===== config.mk =====
export PLATFORM = sky130hd
export DESIGN_NAME = stage_mem
export DESIGN_NICKNAME = d
export VERILOG_FILES = /design/src/rtl/stage_mem.sv
export SDC_FILE = /design/constraint.sdc
export NUM_CORES = 1
export LEC_CHECK = 0
export CAP_MARGIN = 0
export CORE_AREA = 2 2 111 113
export DETAILED_ROUTE_END_ITERATION = 10
export DIE_AREA = 0 0 113 115
export GPL_TIMING_DRIVEN = 0
export PLACE_DENSITY = 0.82
export SLEW_MARGIN = 20
export SYNTH_ARGS = -nofsm -noshare
export SYNTH_HDL_FRONTEND = slang
export SYNTH_SLANG_ARGS = --single-unit

===== constraint.sdc =====
create_clock -name clk_I -period 1.8 [get_ports clk_I]
set_input_delay 0.18 -clock clk_I [delete_from_list [all_inputs] [get_ports clk_I]]
set_output_delay 0.18 -clock clk_I [all_outputs]
set_load 0.005 [all_outputs]

===== src/rtl/stage_mem.sv =====
// Memory-access pipeline stage: load/store handshake, load alignment,
// upstream freeze and registered write-back bundle.
module stage_mem #(
    parameter logic [31:0] RESET_PC   = 32'd0,
    parameter bit          ALIGN_ADDR = 1'b1
) (
    input  logic        clk_I,
    input  logic        rst,
    input  logic        Done_I,
    input  logic [31:0] PC_I,
    input  logic [5:0]  MCR_I,
    input  logic [31:0] WDR_I,
    input  logic [31:0] ASR_I,
    input  logic [4:0]  RAR_I,
    input  logic [2:0]  F3R_I,
    output logic [31:0] Address,
    output logic        MemWrite,
    output logic [31:0] Write_data,
    output logic [3:0]  Write_strb,
    output logic        MemRead,
    input  logic        Mem_Req_Ready,
    input  logic [31:0] Read_data,
    input  logic        Read_data_Valid,
    output logic        Read_data_Ready,
    output logic        Feedback_Mem_Acc,
    output logic [31:0] PC_O,
    output logic        Done_O,
    output logic [4:0]  RWA_O,
    output logic [31:0] RWD_O
);

    typedef enum logic [2:0] {
        IDLE,
        WREQ,
        RREQ,
        RDW,
        FIN
    } state_t;

    state_t state;

    logic        mem_w;
    logic        mem_r;
    logic [4:0]  shamt;
    logic [31:0] sh;
    logic [31:0] load_word;

    assign mem_w = MCR_I[5];
    assign mem_r = MCR_I[4];

    // Request side is a pure function of the held EX->MEM registers.
    assign Address    = ALIGN_ADDR ? {ASR_I[31:2], 2'b00} : ASR_I;
    assign Write_data = WDR_I;
    assign Write_strb = MCR_I[3:0];

    // Handshake strobes follow the state; all forced low in reset.
    assign MemWrite        = rst && (state == WREQ);
    assign MemRead         = rst && (state == RREQ);
    assign Read_data_Ready = rst && (state == RDW);

    // Freeze upstream from the cycle an access is seen until it completes.
    assign Feedback_Mem_Acc = rst && (
        ((state == IDLE) && Done_I && (mem_w || mem_r)) ||
        (state == WREQ) || (state == RREQ) || (state == RDW));

    // Shift the addressed lane down, then extend per load width.
    always_comb begin
        shamt     = {ASR_I[1:0], 3'b000};
        sh        = Read_data >> shamt;
        load_word = Read_data;
        unique case (1'b1)
            (F3R_I == 3'b000): load_word = {{24{sh[7]}}, sh[7:0]};
            (F3R_I == 3'b001): load_word = {{16{sh[15]}}, sh[15:0]};
            (F3R_I == 3'b100): load_word = {24'd0, sh[7:0]};
            (F3R_I == 3'b101): load_word = {16'd0, sh[15:0]};
            default:           load_word = Read_data;
        endcase
    end

    // Access FSM and registered write-back bundle.
    always_ff @(posedge clk_I) begin
        if (!rst) begin
            state  <= IDLE;
            Done_O <= 1'b0;
            RWA_O  <= 5'd0;
            RWD_O  <= 32'd0;
            PC_O   <= RESET_PC;
        end else begin
            unique case (state)
                IDLE: begin
                    if (Done_I && mem_w) begin
                        state  <= WREQ;
                        Done_O <= 1'b0;
                        RWA_O  <= 5'd0;
                    end else if (Done_I && mem_r) begin
                        state  <= RREQ;
                        Done_O <= 1'b0;
                        RWA_O  <= 5'd0;
                    end else begin
                        Done_O <= Done_I;
                        RWA_O  <= RAR_I;
                        RWD_O  <= ASR_I;
                        PC_O   <= PC_I;
                    end
                end
                WREQ: begin
                    Done_O <= 1'b0;
                    RWA_O  <= 5'd0;
                    if (Mem_Req_Ready)
                        state <= FIN;
                end
                RREQ: begin
                    Done_O <= 1'b0;
                    RWA_O  <= 5'd0;
                    if (Mem_Req_Ready)
                        state <= RDW;
                end
                RDW: begin
                    Done_O <= 1'b0;
                    RWA_O  <= 5'd0;
                    if (Read_data_Valid) begin
                        RWD_O <= load_word;
                        state <= FIN;
                    end
                end
                FIN: begin
                    Done_O <= 1'b1;
                    PC_O   <= PC_I;
                    state  <= IDLE;
                    if (mem_w) begin
                        RWA_O <= 5'd0;
                        RWD_O <= ASR_I;
                    end else begin
                        RWA_O <= RAR_I;
                    end
                end
                default: state <= IDLE;
            endcase
        end
    end

endmodule

# Word-level counts from Yosys, hierarchy flattened
# Cells that the tools add are included.
[word_totals] register_bits=73 output_inout_bits=142
[op_classes] n_reduce_logical=21 mux=22 n_eq_ne=14 shifts=1
[ops] cell="$mux W32" count=6
[ops] cell="$pmux W32 S4" count=1
[ops] cell="$pmux W32 S3" count=1
[ops] cell="$pmux W32 S2" count=1
[ops] cell="$shr A32 B5 Y16" count=1
[ops] cell="$mux W3" count=5
[ops] cell="$mux W5" count=3
[ops] cell="$pmux W5 S3" count=1
[ops] cell="$ne A2 B2 Y1 const B" count=6
[ops] cell="$pmux W3 S4" count=1
[ops] cell="$eq A3 B3 Y1 const B" count=3
[ops] cell="$logic_and A1 B1 Y1" count=8
[ops] cell="$eq A3 B1 Y1 const B" count=2
[ops] cell="$eq A3 B2 Y1 const B" count=2
[ops] cell="$logic_not A3 Y1" count=2
[ops] cell="$reduce_bool A3 Y1" count=2
[ops] cell="$reduce_and A5 Y1" count=1
[ops] cell="$logic_or A1 B1 Y1" count=4
[ops] cell="$reduce_and A4 Y1" count=1
[ops] cell="$ne A3 B1 Y1 const B" count=1
[ops] cell="$pmux W1 S3" count=1
[ops] cell="$reduce_and A3 Y1" count=1
[ops] cell="$reduce_or A3 Y1" count=1
[ops] cell="$mux W1" count=2
[ops] cell="$reduce_bool A2 Y1" count=1

# Longest topological paths before layout
# Gate-level depths: netlist of the first run.
[logic_depth] word_depth=7 ltp_mapped=8 mapped_depth_nobuf=5

# Least setup slack after synthesis of the first run
# OpenSTA, ideal clock, no wires.
[synth_timing] path_kind="register to register" start="register state[1]" end="register RWD_O[25]" period_less_slack_ns=1.528 path_stages_with_launch=9 arrival_ns=1.408 slack_ns=0.272 setup_ns=0.120 path_cell_list="dfxtp_1 buf_2 and3b_1 buf_2 nand2_2 buf_1 nand3b_1 o211ai_1 a21oi_1"
[synth_via] elab_chain_len=3 elab_cells_between_ends=10
[synth_rtl] item="from (decl)" line_no="40" text="state_t state;"
[synth_rtl] item="from (signal assigned)" line_no="83" text="state <= IDLE;"
[synth_rtl] item="from (signal assigned)" line_no="92" text="state <= WREQ;"
[synth_rtl] item="from (signal assigned)" line_no="96" text="state <= RREQ;"
[synth_rtl] item="$eq A3 B2 Y1 (tied with other cells)" line_no="89" text="unique case (state)"
[synth_rtl] item="$ne A2 B2 Y1 (no line) or $reduce_bool A3 Y1 (tied branches)"
[synth_rtl] item="$reduce_and A5 Y1 (no line)"
[synth_rtl] item="to (signal assigned)" line_no="122" text="RWD_O <= load_word;"
[synth_rtl] item="to (decl)" line_no="29" text="output logic [31:0] RWD_O"
# Parallel ways exist; a longest one is shown, timed or not.
# A chain may end at the register's enable or synchronous reset.

# Final worst setup path of the first run
[layout_timing] start="register state[2]" end="register RWD_O[7]"
# Same word-level chain as after synthesis.

==> results.cfg, run 1 <==
[drt]
viasPerCell = 4.89
drtIter0Drc = 316
dr.pass1.iters = 8
detail_route.drc_violations = 15
route.vias.total = 4528
routed_wire_length_per_instance_um = 16.4
residual_antenna_violating_net_count_after_detailed_routing = 0
postRouteWirelength_um = 15200

[flow_run]
maxCapViolations = 0

[timing]
final_hold_viol_count = 0
min_period_ps = 1710
finalHoldWorstSlack_ps = 347
finalSetupViolations = 0
timing_max_transition_violations_final = 0
slew_headroom_pct = 62.2
skew_ps = 8.71
tns_ps = 0
fmaxAchievable_ghz = 0.585
min_period_over_period_pct = 94.9
worstMarginPinSlew_ps = 567

[synthesis]
synth.yosys.warnings = 0
synth.mux.area_fraction_pct = 3.12
adder_cell_area_share_of_the_yosys_netlist_pct = 0
synth_top_family_by_area = compound AO/OA/AOI/OAI gates
synthesized_instance_count = 511
synth_area_um2 = 4050
synth_compound_area_share_pct = 24.6
count_of_flip_flops_with_a_built_in_enable_after_synthesis = 0
postSynth.topFlopCell = dfxtp_1
post_synth_xor_area_fraction_pct = 0
synth.lib_cells_used.distinct = 42
post_synth.cell_area_avg_um2 = 7.92
ys_async_sr_fraction_pct = 0
ys_seq_area_share_pct = 36.1
post_synth_and_or_nand_nor_area_fraction_pct = 19.3
ys_ff_latch = 73

[floorplanning]
core_um2 = 11800
initial_utilization_pct = 34.3
die_width_um = 113
die-height_um = 115
io_pins = 289
design.die.area_um2 = 13000
placement_rows = 40

[worst_setup_path]
critical-path-max-stage-delay_ps = 320
r2r_cells = 7
cp_max_fo = 10
crit_path_end = RWD_O[7]$_SDFFE_PN0P_
worst_ep_arrival_time_ps = 1920
crit_path_top_delay_cell = nand3b_1
crit_type = reg -> reg
timing.rr.start = state[2]$_SDFFE_PN0P_
critical-path-top-cell-by-count = o21ai_0
critPathCaptureType = register
register_to_register_setup_slack_ps = 90
worstPathCellList = buf_2, nand3b_1, clkbuf_2, a21oi_1, o21ai_0, o2111ai_1, o21ai_0
worstReg2RegEnd = RWD_O[7]$_SDFFE_PN0P_
cp-start-kind = register
cp_data_required_time_ps = 2010
startpoint = state[2]$_SDFFE_PN0P_

[layout]
nNetsFinal = 921
drive_gt1_share_pct = 16.0
n_fill_cell = 1086
postLayoutCoreUtil_pct = 60.1
insertedDiodeCount = 0
finalNonFillerCells = 926
synthToLayoutAreaGrowth_pct = 75.5

[clock_network]
cts.hold.buffers_added = 0
tritoncts.num_buffers = 9
clock_transition_at_path_regs_ps = 60
max-clock-path-buffers = 2
clockRootBuffer = clkbuf_16
clock_insertion_delay_worst_skew_ps = 340
cts_tree = yes
numClockSinks = 73
number_of_levels_in_the_clock_h_tree = 3

[global_route]
antenna_violations_before_repair = 0
grt_start_max_net_pins = 16
overflow = 0
grt_first_pass_wirelength_um = 22900
first_global_vias = 4399
global_router_s_overall_resource_usage_pct = 22.1

[placed_design]
dp.cells = 909
number_of_buffer_cells_added_on_primary_ports = 250
post-dp-hpwl_um = 11900
place.gp.congestion = 0.913

[power]
vdd.ir_drop.worst_mv = 0.582
power_report.internal_total_mw = 3.66
power.share.combinational_pct = 30.0
design_power_total_mw = 5.16
powerDensity_nw_per_um2 = 726
switching_power_mw = 1.49
power_switching_share_pct = 28.9
sequentialPowerShare_pct = 36.0
power.static_leakage_nw = 2.87
p_clk_share_pct = 34.0

[min_path]
hold_depth = 3
hp-class = in -> reg

[run_status]
outcome = finished with violations
violated_checks = DRC
-- sequential cells by signal (all words and copies together), names as in the netlist --
signal and count:
state 3, RWD_O 32, Done_O 1, PC_O 32, RWA_O 5
-- synth_stat cells (2+ instances only) --
library cell | instances | share of area, %
nand2_1 | 96 | 8.9
dfxtp_1 | 73 | 36
buf_4 | 69 | 13
a21boi_0 | 35 | 6.5
a21oi_1 | 35 | 4.3
nor2_1 | 25 | 2.3
o211ai_1 | 25 | 4.6
clkbuf_1 | 22 | 2.0
o21ai_0 | 19 | 2.3
nand3b_1 | 18 | 3.3
nor2b_1 | 11 | 1.7
buf_2 | 9 | 1.1
mux2i_1 | 7 | 1.7
a22oi_1 | 6 | 1.1
a2bb2oi_1 | 6 | 1.3
o221ai_1 | 6 | 1.3
a31oi_1 | 5 | 0.77
inv_1 | 5 | 0.46
nand2b_1 | 5 | 0.77
buf_1 | 4 | 0.37
mux2_2 | 3 | 0.83
nand3_1 | 3 | 0.37
nor3b_1 | 3 | 0.56
and2_1 | 2 | 0.31
nor3_1 | 2 | 0.25
-- worst min path at each step --
stage	from	end	slack, ps
after detailed placement	PC_O[10]$_SDFFE_PN0P_	PC_O[10]$_SDFFE_PN0P_	460
after global routing	rst	state[0]$_SDFFE_PN0P_	360
after floorplan	Read_data[31]	RWD_O[31]$_SDFFE_PN0P_	320
final	rst	state[0]$_SDFFE_PN0P_	350
after CTS	rst	state[0]$_SDFFE_PN0P_	320
after global placement	PC_O[29]$_SDFFE_PN0P_	PC_O[29]$_SDFFE_PN0P_	450
-- layout make-up --
class | count | area [µm²] | share of cell area, %
Buffer | 104 | 708 | 9.97
Clock buffer | 9 | 225 | 3.17
Clock inverter | 7 | 60.1 | 0.846
Inverter | 5 | 18.8 | 0.264
Multi-Input combinational cell | 330 | 1940 | 27.3
Sequential cell | 73 | 1460 | 20.6
Tap cell | 147 | 184 | 2.59
Timing Repair Buffer | 251 | 2510 | 35.3
-- power groups by stage --
stage | registers, mW | logic (mW) | clock network, mW
floorplan | 1.90 | 0.595 | 0
global placement | 1.88 | 1.51 | 0
detailed placement | 1.89 | 1.52 | 0
CTS | 1.86 | 1.54 | 1.77
global route | 1.88 | 1.67 | 1.85
finish | 1.86 | 1.55 | 1.75
-- cells by family after synthesis --
| family | Yosys count |
|---|---|
| DFF | 73 |
| buffers and inverters | 109 |
| muxes | 11 |
| AOI/OAI and AO/OA | 148 |
| other | 1 |
| and+or+nand+nor | 169 |
-- timing repair --
action                                  in CTS  in global routing
endpoints found under the hold margin        0                  0
buffers inserted                             1                  0
pin swaps                                    1                  0
gates resized for setup                     23                 25
endpoints found under the setup margin      63                 54
-- routing by layer --
metal	global-route usage [%]	part of all wire (%)	vias to the layer above
met5	0	0	-
met4	7.07	2.2	0
met3	7.22	10	32
li1	-	-	2235
met2	37.5	48	228
met1	26.6	40	2033
-- worst max-delay path, delay by kind of cell, from the launching register on --
family          cells  cell delay (ps)
compound gates      4              510
buf+inv             2              460
simple gates        1              320
flops               1              300
-- metrics by stage --
stage / instance area, µm² / setup WS (ps)
final: 7100 / 91.9
after global routing: 7100 / -3.60
after CTS: 7070 / 8.95
after detailed placement: 6740 / -652
after global placement: 6740 / -636
after floorplan: 4050 / 272
-- cells in the final DEF (no fill, tap or decap), drive strengths merged, types with 2 or more instances in the layout --
| master | instances |
|---|---|
| a211oi | 2 |
| clkinvlp | 3 |
| inv | 9 |
| nor2 | 26 |
| a31oi | 5 |
| o211ai | 25 |
| nor3 | 3 |
| o221ai | 6 |
| dfxtp | 73 |
| and2 | 2 |
| nor3b | 3 |
| conb | 2 |
| nor2b | 11 |
| mux2i | 7 |
| mux2 | 3 |
| o21ai | 20 |
| clkdlybuf4s50 | 244 |
| nand3b | 18 |
| clkbuf | 34 |
| nand2 | 97 |
| nand2b | 5 |
| a21boi | 35 |
| buf | 80 |
| dlygate4sd2 | 5 |
| a21oi | 35 |
| a2bb2oi | 6 |
| nand3 | 3 |
| a22oi | 6 |
Note: power is estimated with default switching activity, not from simulation.
==> inputs of run 2 (changes only) <==
Settings changed: CAP_MARGIN 0 to 20.
==> results of run 2 <==
The final DEF is identical to that of run 1; final timing and power are the same.
==> inputs of run 3 (changes only) <==
Settings changed: CAP_MARGIN 20 to 5.
==> results of run 3 <==
The final DEF is identical to that of run 1; final timing and power are the same.
